**src/rtl/jtag_shift_seq.sv**
```systemverilog
// jtag_shift_seq: JTAG master sequencer for a single 1149.1 TAP.
// Takes one IR or DR shift command at a time. It generates TCK/TMS/TDI from
// CLK, captures TDO into RSP_DATA, and always returns the TAP to Run_Test_Idle.
// Optional build macro: JTAG_SEQ_TLR_PREAMBLE_EN. When it is defined, every
// command first forces the TAP through Test_Logic_Reset back to Run_Test_Idle.
module jtag_shift_seq #(
  parameter  int MAX_LEN = 32,
  parameter  int TCK_DIV = 4,
  localparam int LW      = $clog2(MAX_LEN + 1)
) (
  input  logic               CLK,
  input  logic               RST,
  input  logic               CMD_VLD,
  output logic               CMD_RDY,
  input  logic               CMD_IR,
  input  logic [LW-1:0]      CMD_LEN,
  input  logic [MAX_LEN-1:0] CMD_DATA,
  output logic               TCK,
  output logic               TMS,
  output logic               TDI,
  input  logic               TDO,
  output logic               RSP_VLD,
  output logic [MAX_LEN-1:0] RSP_DATA,
  output logic               BUSY
);

  // Phase counter spans one full TCK period: low phase, then high phase.
  localparam int          PW      = $clog2(2 * TCK_DIV);
  localparam logic [PW-1:0] PH_RISE = PW'(TCK_DIV);
  localparam logic [PW-1:0] PH_LAST = PW'(2 * TCK_DIV - 1);

  typedef enum logic [2:0] {
    ST_INIT,   // 5x TMS=1 then TMS=0: Test_Logic_Reset, then Run_Test_Idle
    ST_IDLE,   // waiting for a command, TAP parked in Run_Test_Idle
    ST_PRE,    // optional forced Test_Logic_Reset before each command
    ST_HEAD,   // walk from Run_Test_Idle into Shift-DR / Shift-IR
    ST_SHIFT,  // one TCK period per data bit
    ST_TAIL,   // Exit1 -> Update -> Run_Test_Idle
    ST_DONE    // trailing TCK fall, then the response pulse
  } state_t;

  state_t             state;
  state_t             state_after;
  logic [PW-1:0]      ph;
  logic [2:0]         step;
  logic [LW-1:0]      bit_cnt;
  logic               ir_q;
  logic [MAX_LEN-1:0] sh_q;
  logic [MAX_LEN-1:0] mask_q;
  logic [MAX_LEN-1:0] cap_q;
  logic               period_tms;
  logic               period_tdi;
  logic               last_period;
  logic               len_ok;

  assign BUSY   = ~CMD_RDY;
  assign len_ok = (CMD_LEN != '0) && (CMD_LEN <= LW'(MAX_LEN));

  // TMS/TDI for the current TCK period, and whether it is the state's last period.
  always_comb begin
    // NOTE: every output of this block gets a default first, so no path
    // leaves a value unassigned and no latch can be inferred.
    period_tms  = 1'b0;
    period_tdi  = 1'b0;
    last_period = 1'b0;
    state_after = ST_IDLE;
    case (state)
      ST_INIT, ST_PRE: begin
        period_tms  = (step != 3'd5);
        last_period = (step == 3'd5);
        state_after = (state == ST_PRE) ? ST_HEAD : ST_IDLE;
      end
      ST_HEAD: begin
        period_tms  = (step == 3'd0) || (ir_q && (step == 3'd1));
        last_period = ir_q ? (step == 3'd3) : (step == 3'd2);
        state_after = ST_SHIFT;
      end
      ST_SHIFT: begin
        period_tms  = (bit_cnt == '0);
        period_tdi  = sh_q[0];
        last_period = (bit_cnt == '0);
        state_after = ST_TAIL;
      end
      ST_TAIL: begin
        period_tms  = (step == 3'd0);
        last_period = (step == 3'd1);
        state_after = ST_DONE;
      end
      default: ;
    endcase
  end

  // Sequencer FSM and TCK period engine, all outputs registered.
  always_ff @(posedge CLK or posedge RST) begin
    if (RST) begin
      state    <= ST_INIT;
      ph       <= '0;
      step     <= '0;
      bit_cnt  <= '0;
      ir_q     <= 1'b0;
      // NOTE: the data registers are reset as well, because RSP_DATA must read
      // 0 straight out of reset and a stale capture must never leak out.
      sh_q     <= '0;
      mask_q   <= '0;
      cap_q    <= '0;
      TCK      <= 1'b0;
      TMS      <= 1'b1;
      TDI      <= 1'b0;
      CMD_RDY  <= 1'b0;
      RSP_VLD  <= 1'b0;
      RSP_DATA <= '0;
    end else begin
      // NOTE: state is updated with non-blocking assignments only. Every read
      // in this block therefore sees the value from before this edge.
      RSP_VLD <= 1'b0;
      case (state)
        ST_IDLE: begin
          TCK     <= 1'b0;
          CMD_RDY <= 1'b1;
          if (CMD_VLD && CMD_RDY) begin
            CMD_RDY <= 1'b0;
            ir_q    <= CMD_IR;
            bit_cnt <= CMD_LEN - LW'(1);
            sh_q    <= CMD_DATA;
            mask_q  <= MAX_LEN'(1);
            cap_q   <= '0;
            ph      <= '0;
            step    <= '0;
            if (!len_ok) begin
              state <= ST_DONE;
            end else begin
`ifdef JTAG_SEQ_TLR_PREAMBLE_EN
              state <= ST_PRE;
`else
              state <= ST_HEAD;
`endif
            end
          end
        end
        ST_DONE: begin
          TCK <= 1'b0;
          TDI <= 1'b0;
          if (ph == '0) begin
            ph <= PW'(1);
          end else begin
            ph       <= '0;
            RSP_VLD  <= 1'b1;
            RSP_DATA <= cap_q;
            CMD_RDY  <= 1'b1;
            state    <= ST_IDLE;
          end
        end
        default: begin
          // Start of the low phase: TCK falls and TMS/TDI change together.
          if (ph == '0) begin
            TCK <= 1'b0;
            TMS <= period_tms;
            TDI <= period_tdi;
          end
          // Start of the high phase: TCK rises; TDO is captured only while shifting.
          if (ph == PH_RISE) begin
            TCK <= 1'b1;
            if ((state == ST_SHIFT) && TDO) begin
              cap_q <= cap_q | mask_q;
            end
          end
          if (ph == PH_LAST) begin
            ph <= '0;
            if (state == ST_SHIFT) begin
              sh_q   <= sh_q >> 1;
              mask_q <= mask_q << 1;
            end
            if (last_period) begin
              step  <= '0;
              state <= state_after;
            end else if (state == ST_SHIFT) begin
              bit_cnt <= bit_cnt - LW'(1);
            end else begin
              step <= step + 3'd1;
            end
          end else begin
            ph <= ph + PW'(1);
          end
        end
      endcase
    end
  end

endmodule

```
**config.mk**
```make
export PLATFORM = sky130hd
export DESIGN_NAME = jtag_shift_seq
export DESIGN_NICKNAME = d
export VERILOG_FILES = /design/src/rtl/jtag_shift_seq.sv
export SDC_FILE = /design/constraint.sdc
export NUM_CORES = 1
export LEC_CHECK = 0
export ABC_CLOCK_PERIOD_IN_PS = 4400
export CAP_MARGIN = 25
export CORE_ASPECT_RATIO = 0.8
export CORE_MARGIN = 4
export CORE_UTILIZATION = 50
export DETAILED_ROUTE_END_ITERATION = 10
export HOLD_SLACK_MARGIN = 0.08
export PLACE_DENSITY = 0.76
export REMOVE_ABC_BUFFERS = 1
export SLEW_MARGIN = 20
export SYNTH_ARGS = -nofsm -noshare
export SYNTH_HDL_FRONTEND = slang
export SYNTH_SLANG_ARGS = --single-unit
```
**constraint.sdc**
```tcl
create_clock -name CLK -period 4.4 [get_ports CLK]
set_input_delay 0.66 -clock CLK [delete_from_list [all_inputs] [get_ports CLK]]
set_output_delay 0.66 -clock CLK [all_outputs]
set_load 0.05 [all_outputs]
```
==> results of run 1 <==
[power by group through the flow]
stage                     clock network (mW)  registers, mW  logic, mW
final                                   1.36           1.37     0.0726
after global placement                     0           1.40     0.0734
after global routing                    1.43           1.37     0.0815
after detailed placement                   0           1.40     0.0744
after CTS                               1.37           1.37     0.0749
after floorplan                            0           1.40     0.0240
[final timing paths]
kind                                        start                      to
max in group asynchronous                     RST    sh_q[18]$_DFFE_PP0P_
max                          state[0]$_DFFE_PP0P_  bit_cnt[4]$_DFFE_PP0P_
min reg2reg                mask_q[31]$_DFFE_PP0P_  mask_q[31]$_DFFE_PP0P_
max reg2reg                  state[0]$_DFFE_PP0P_  bit_cnt[4]$_DFFE_PP0P_
min in group asynchronous                     RST    sh_q[31]$_DFFE_PP0P_
min                        mask_q[31]$_DFFE_PP0P_  mask_q[31]$_DFFE_PP0P_
[flip-flops by register name (all words and copies together) (netlist names), 3 cells and up]
signal    count
RSP_DATA     32
cap_q        32
mask_q       32
sh_q         32
bit_cnt       6
ph            3
state         3
step          3
[metrics by stage]
stage	setup WS, ns	std cells	hold WS [ns]	setup TNS, ns	area (um^2)
3_5_place_dp	1.319	895	0.4604	0	7531
6_report	1.264	926	0.4742	0	8083
2_1_floorplan	-0.9632	631	0.4391	-67.28	6404
5_1_grt	1.093	926	0.5105	0	8083
3_3_place_gp	1.442	895	0.4541	0	7531
4_1_cts	1.368	926	0.4761	0	8083
[cell usage after synthesis, types with 4 or more instances]
library cell,number
a31oi_1,36
nor2b_1,6
nand2_1,139
nand2b_1,5
inv_1,10
buf_6,4
nor3_1,8
o31ai_1,8
dfrtp_1,148
mux2i_1,5
mux2_2,33
buf_1,7
nand4_1,4
nand3_1,35
a21oi_1,48
clkbuf_1,30
nor2_1,80
a21o_1,4
ha_1,7
o21ai_0,11
[cells in the final DEF (no fill, tap or decap), types with 3 or more instances in the layout]
| master | instances |
|---|---|
| a21boi_0 | 3 |
| a21o_1 | 4 |
| a21oi_1 | 46 |
| a31oi_1 | 36 |
| a32o_1 | 3 |
| buf_4 | 8 |
| clkbuf_16 | 17 |
| clkdlybuf4s50_1 | 80 |
| clkinv_4 | 3 |
| clkinvlp_4 | 3 |
| dfrtp_1 | 148 |
| ha_1 | 7 |
| inv_1 | 9 |
| inv_6 | 7 |
| mux2_2 | 33 |
| mux2i_1 | 5 |
| nand2_1 | 139 |
| nand2b_1 | 5 |
| nand3_1 | 35 |
| nand4_1 | 4 |
| nor2_1 | 79 |
| nor2b_1 | 6 |
| nor3_1 | 8 |
| o21ai_0 | 11 |
| o31ai_1 | 8 |
[layout make-up]
| cell class | count | area [um^2] |
|---|---|---|
| timing repair buffer | 89 | 880.8 |
| multi-input combinational | 472 | 2659 |
| fill | 1024 | 4833 |
| sequential | 149 | 3730 |
| clock buffer | 18 | 439.2 |
| inverter | 10 | 42.54 |
| clock inverter | 13 | 112.6 |
| tap | 175 | 219.0 |
[critical path, delay by kind of cell (launching register included)]
family / cells / cell delay (ns)
AND/OR/NAND/NOR: 3 / 1.09
multiplexers: 1 / 0.33
flip-flops: 1 / 0.79
adder cells (fa/ha/maj): 1 / 0.34
AO/OA/AOI/OAI: 2 / 0.51
[layer usage]
metal / track usage / share of wire / vias to the layer above
met5: 0 / 0 / -
met4: 0.04835 / 0.011 / 0
met3: 0.04537 / 0.052 / 16
met2: 0.3201 / 0.48 / 162
met1: 0.2840 / 0.45 / 2499
li1: - / - / 2448
[logic make-up (layout without fill, tap and decap cells)]
family          Yosys count  in the layout  share of synthesized area
mux                      39             39                    0.06586
flops                   149            149                     0.5626
buf+inv                  56            130                    0.03982
simple gates            292            292                     0.1906
fa+ha+maj                 7              7                    0.01321
xor+xnor                  3              3                   0.003964
compound gates          131            131                     0.1240
==> results.ini, run 1 <==
[yosys]
synth.largest_area_cell=dfrtp_1
syn-cell-area_mm2=0.006630
syn-mean-instance-area_um2=9.793
synth_cell_types=54
synth_warnings=0
yosys_most_used_dff=dfrtp_1
ys_ff_latch=149
synth_edf_count=0
ys_seq_area_frac=0.5626
synth_top_area_frac=0.5586
synthTopCellsByArea=dfrtp_1, nand2_1, mux2_2
syn_inst=677
async_reset_ff_frac=1.000

[sta]
worst_pin_slew_ns=0.9483
fmax_ghz=0.3189
period_share=0.7127
fin_crit_ns=3.136
fin_skew_ns=0.009640
finalHoldViolations=0
maxSlewHeadroom=0.3664
slew_violations=0
setup_viol=0
rsz0062_at_grt=false

[clocking]
cts_buffers=17
h-tree-depth=4
cts_hold_buf=0
clock-sinks=149
root_buffer=clkbuf_16
clock_tree.buffer_depth=2
cts_resized=0
post_cts.repair.setup_buffers=0
cts_tree=yes
clk_pin_slew_ns=0.06
clk_latency_ns=0.42

[critical_path]
r2r_setup_slack_ns=1.26
slowest_stage=dfrtp_1
cpPeakStageDelay_ns=0.79
crit_chain=nor3b_2, mux2i_1, ha_1, nor2b_1, o21ai_0, a2111oi_0, nand2b_1
crit_path_start_kind=flop
critPathCaptureType=flop
worstPathRequired_ns=4.75
critical_path.max_fanout=23
reg2regPathDepth=7
arrival_ns=3.49
worstSetupPathType=flop to flop

[power]
vdd_drop_max_uv=269.5
power.switching_mw=0.6469
p_leak_nw=3.813
swShare=0.2308
power_density_mw_per_mm2=346.8
p_int_mw=2.156
clkPwrFrac=0.485
combPwrFrac=0.026
p_total_mw=2.803
seqPwrFrac=0.489

[place]
io_buffers=80
dp_hpwl_um=9235
place_congestion=0.7927

[drt]
drtPass1Iterations=5
wire_per_inst_um=15.98
detail-route-antenna-nets=0
drt-vias-per-instance=5.535
via_count=5125
dr.first_iter.drc_count=487
totalWireLength_um=14790
drcViolationCount=0

[global_routing]
grt_pass1_vias=4969
overflow=0
antenna_found_initial=0
grt_max_degree=94
grt.total_usage=0.2019
grt_pass1_wl_um=24700

[flow_run]
cap_violations=0

[die]
ios=81
core_area_mm2=0.01292
rows=37
die_x_um=136.7
start_util=0.5133
die_h_um=111.0
die_area_mm2=0.01518

[finish]
drive_above_1_share=0.1172
areaGrowthSynthToFinish_pct=21.91
post-route-util=0.6258
diodes=0
nNetsFinal=789

[worst_hold_path]
hold_class=flop to flop
worst_hold_path.num_cells=2

[status]
status=complete, no violations

Note: power is estimated with default switching activity, not from simulation.
==> inputs of run 2 (changes only) <==
- ABC_CLOCK_PERIOD_IN_PS: 4400 -> 2800
- clock period: 4.4 -> 2.8 ns (I/O delays scaled with it)
==> results.ini, run 2 (synthesis results as in run 1) <==
[finish]
nNetsFinal=797  ; +1.0%
final_common_cell=dfrtp_1
post-route-util=0.6368  ; +0.01104
areaGrowthSynthToFinish_pct=24.06
drive_above_1_share=0.1265  ; +0.009305
final_cell_mix=dfrtp_1, nand2_1, clkdlybuf4s50_1
diodes=0  ; unchanged

[global_routing]
grt_pass1_vias=5090  ; +2.4%
grt_pass1_wl_um=25270  ; +2.3%
overflow=0  ; unchanged
grt.total_usage=0.2064  ; +0.004469
antenna_found_initial=0  ; unchanged
grt_max_degree=83  ; -12%

[critical_path]
critPathTopFamily=simple AND/OR/NAND/NOR gates
slowest_stage=dfrtp_1
crit_path_start_kind=flop
worstSetupPathType=flop to flop
r2r_setup_slack_ns=0.41  ; -0.85 ns
critPathBufInv=0  ; unchanged
rr_startpoint=state[0]$_DFFE_PP0P_
crit_chain=nor3b_2, mux2i_1, ha_1, nor2b_1, o21ai_0, a2111oi_0, nand2b_1
worstPathRequired_ns=3.15  ; -1.60 ns
timing.rr.end=bit_cnt[4]$_DFFE_PP0P_
critPathCaptureType=flop
cpPeakStageDelay_ns=0.57  ; -0.22 ns
critical_path.max_fanout=13  ; -43%
arrival_ns=2.74  ; -0.75 ns
reg2regPathDepth=7  ; unchanged

[power]
clkPwrFrac=0.519  ; +0.034
combPwrFrac=0.025  ; about the same
seqPwrFrac=0.456  ; -0.033
p_total_mw=4.722  ; +68%
p_int_mw=3.740  ; +73%
p_leak_nw=3.896  ; +2.2%
power.switching_mw=0.9821  ; +52%
power_density_mw_per_mm2=574.1  ; +66%
vdd_drop_max_uv=422.0  ; +57%
swShare=0.2080  ; -0.02281

[sta]
worst_pin_slew_ns=0.7014  ; -0.2469 ns
slew_violations=0  ; unchanged
setup_viol=0  ; unchanged
period_share=0.8522  ; +0.1395
finalHoldViolations=0  ; unchanged
rsz0062_at_grt=false
fin_crit_ns=2.386  ; -0.7498 ns
maxSlewHeadroom=0.5324  ; +0.1660
fmax_ghz=0.4191  ; +31%
fin_skew_ns=0.006236  ; -0.003404 ns

[die]
die_area_mm2=0.01518  ; unchanged
ios=81  ; unchanged
die_h_um=111.0  ; unchanged
core_area_mm2=0.01292  ; unchanged
rows=37  ; unchanged
start_util=0.5133  ; unchanged
die_x_um=136.7  ; unchanged

[drt]
dr.first_iter.drc_count=435  ; -11%
detail-route-antenna-nets=0  ; unchanged
via_count=5111  ; -0.27%
drtPass1Iterations=6  ; +1
wire_per_inst_um=15.90  ; -0.47%
totalWireLength_um=14850  ; +0.39%
drt-vias-per-instance=5.472  ; -1.1%
drcViolationCount=0  ; unchanged

[flow_run]
cap_violations=0  ; unchanged

[place]
place_congestion=0.9023  ; +14%
io_buffers=80  ; unchanged
dp_hpwl_um=9622  ; +4.2%

[status]
status=complete, no violations

[clocking]
cts_hold_buf=0  ; unchanged
cts_resized=0  ; unchanged
clock_tree.buffer_depth=2  ; unchanged
clk_pin_slew_ns=0.06  ; about the same
h-tree-depth=4  ; unchanged
root_buffer=clkbuf_16
post_cts.repair.setup_buffers=0  ; unchanged
cts_buffers=17  ; unchanged
cts_tree=yes
clk_latency_ns=0.42  ; about the same
clock-sinks=149  ; unchanged

[worst_hold_path]
hold_class=input pin to async pin

-- run 2: changes by cell type in the layout (fill, tap and decap cells not counted), sizes merged --
| cell | previous run | this run |
|---|---|---|
| bufinv | 0 | 4 |
| clkinvlp | 3 | 2 |
| inv | 17 | 15 |
| clkinv | 3 | 2 |
| buf | 9 | 17 |
-- run 2: worst max path at each step --
stage / startpoint / endpoint / depth (start not counted)
2_1_floorplan: ph[0]$_DFFE_PP0N_ / bit_cnt[3]$_DFFE_PP0P_ / 7
3_3_place_gp: CMD_VLD / bit_cnt[2]$_DFFE_PP0P_ / 5
3_5_place_dp: CMD_VLD / bit_cnt[2]$_DFFE_PP0P_ / 5
4_1_cts: state[0]$_DFFE_PP0P_ / step[1]$_DFFE_PP0P_ / 6
5_1_grt: state[0]$_DFFE_PP0P_ / bit_cnt[4]$_DFFE_PP0P_ / 7
6_report: state[0]$_DFFE_PP0P_ / bit_cnt[4]$_DFFE_PP0P_ / 7
-- run 2: metal layers --
layer,up-vias,routed length [um],part of all wire,track usage
li1,2468,-,-,-
met1,2453,6954,0.47,0.2944
met2,159,6965,0.47,0.3158
met3,31,664,0.045,0.04220
met4,0,267,0.018,0.06985
met5,-,0,0,0
-- run 2: through the flow --
stage          setup TNS [ns]  cell area (um^2)  instances  hold slack [ns]  setup WS [ns]
3_5_place_dp                0              7591        903           0.4688         0.4726
5_1_grt                     0              8225        934           0.3806         0.2593
6_report                    0              8225        934           0.3580         0.4139
3_3_place_gp                0              7591        903           0.4551         0.5174
2_1_floorplan         -395.53              6404        631           0.4391         -2.563
4_1_cts                     0              8225        934           0.3650         0.4641
-- run 2: power by group through the flow --
stage | combinational [mW] | sequential [mW] | clock (mW)
floorplan | 0.0377 | 2.20 | 0
global placement | 0.117 | 2.20 | 0
detailed placement | 0.119 | 2.20 | 0
CTS | 0.119 | 2.16 | 2.48
global route | 0.129 | 2.15 | 2.59
finish | 0.116 | 2.16 | 2.45
-- run 2: layout make-up --
class / instances / area, um^2
fill: 1039 / 4691
inverter: 10 / 42.54
timing repair buffer: 97 / 940.9
sequential: 149 / 3730
clock buffer: 18 / 439.2
clock inverter: 13 / 195.2
multi-input combinational: 472 / 2659
tap: 175 / 219.0
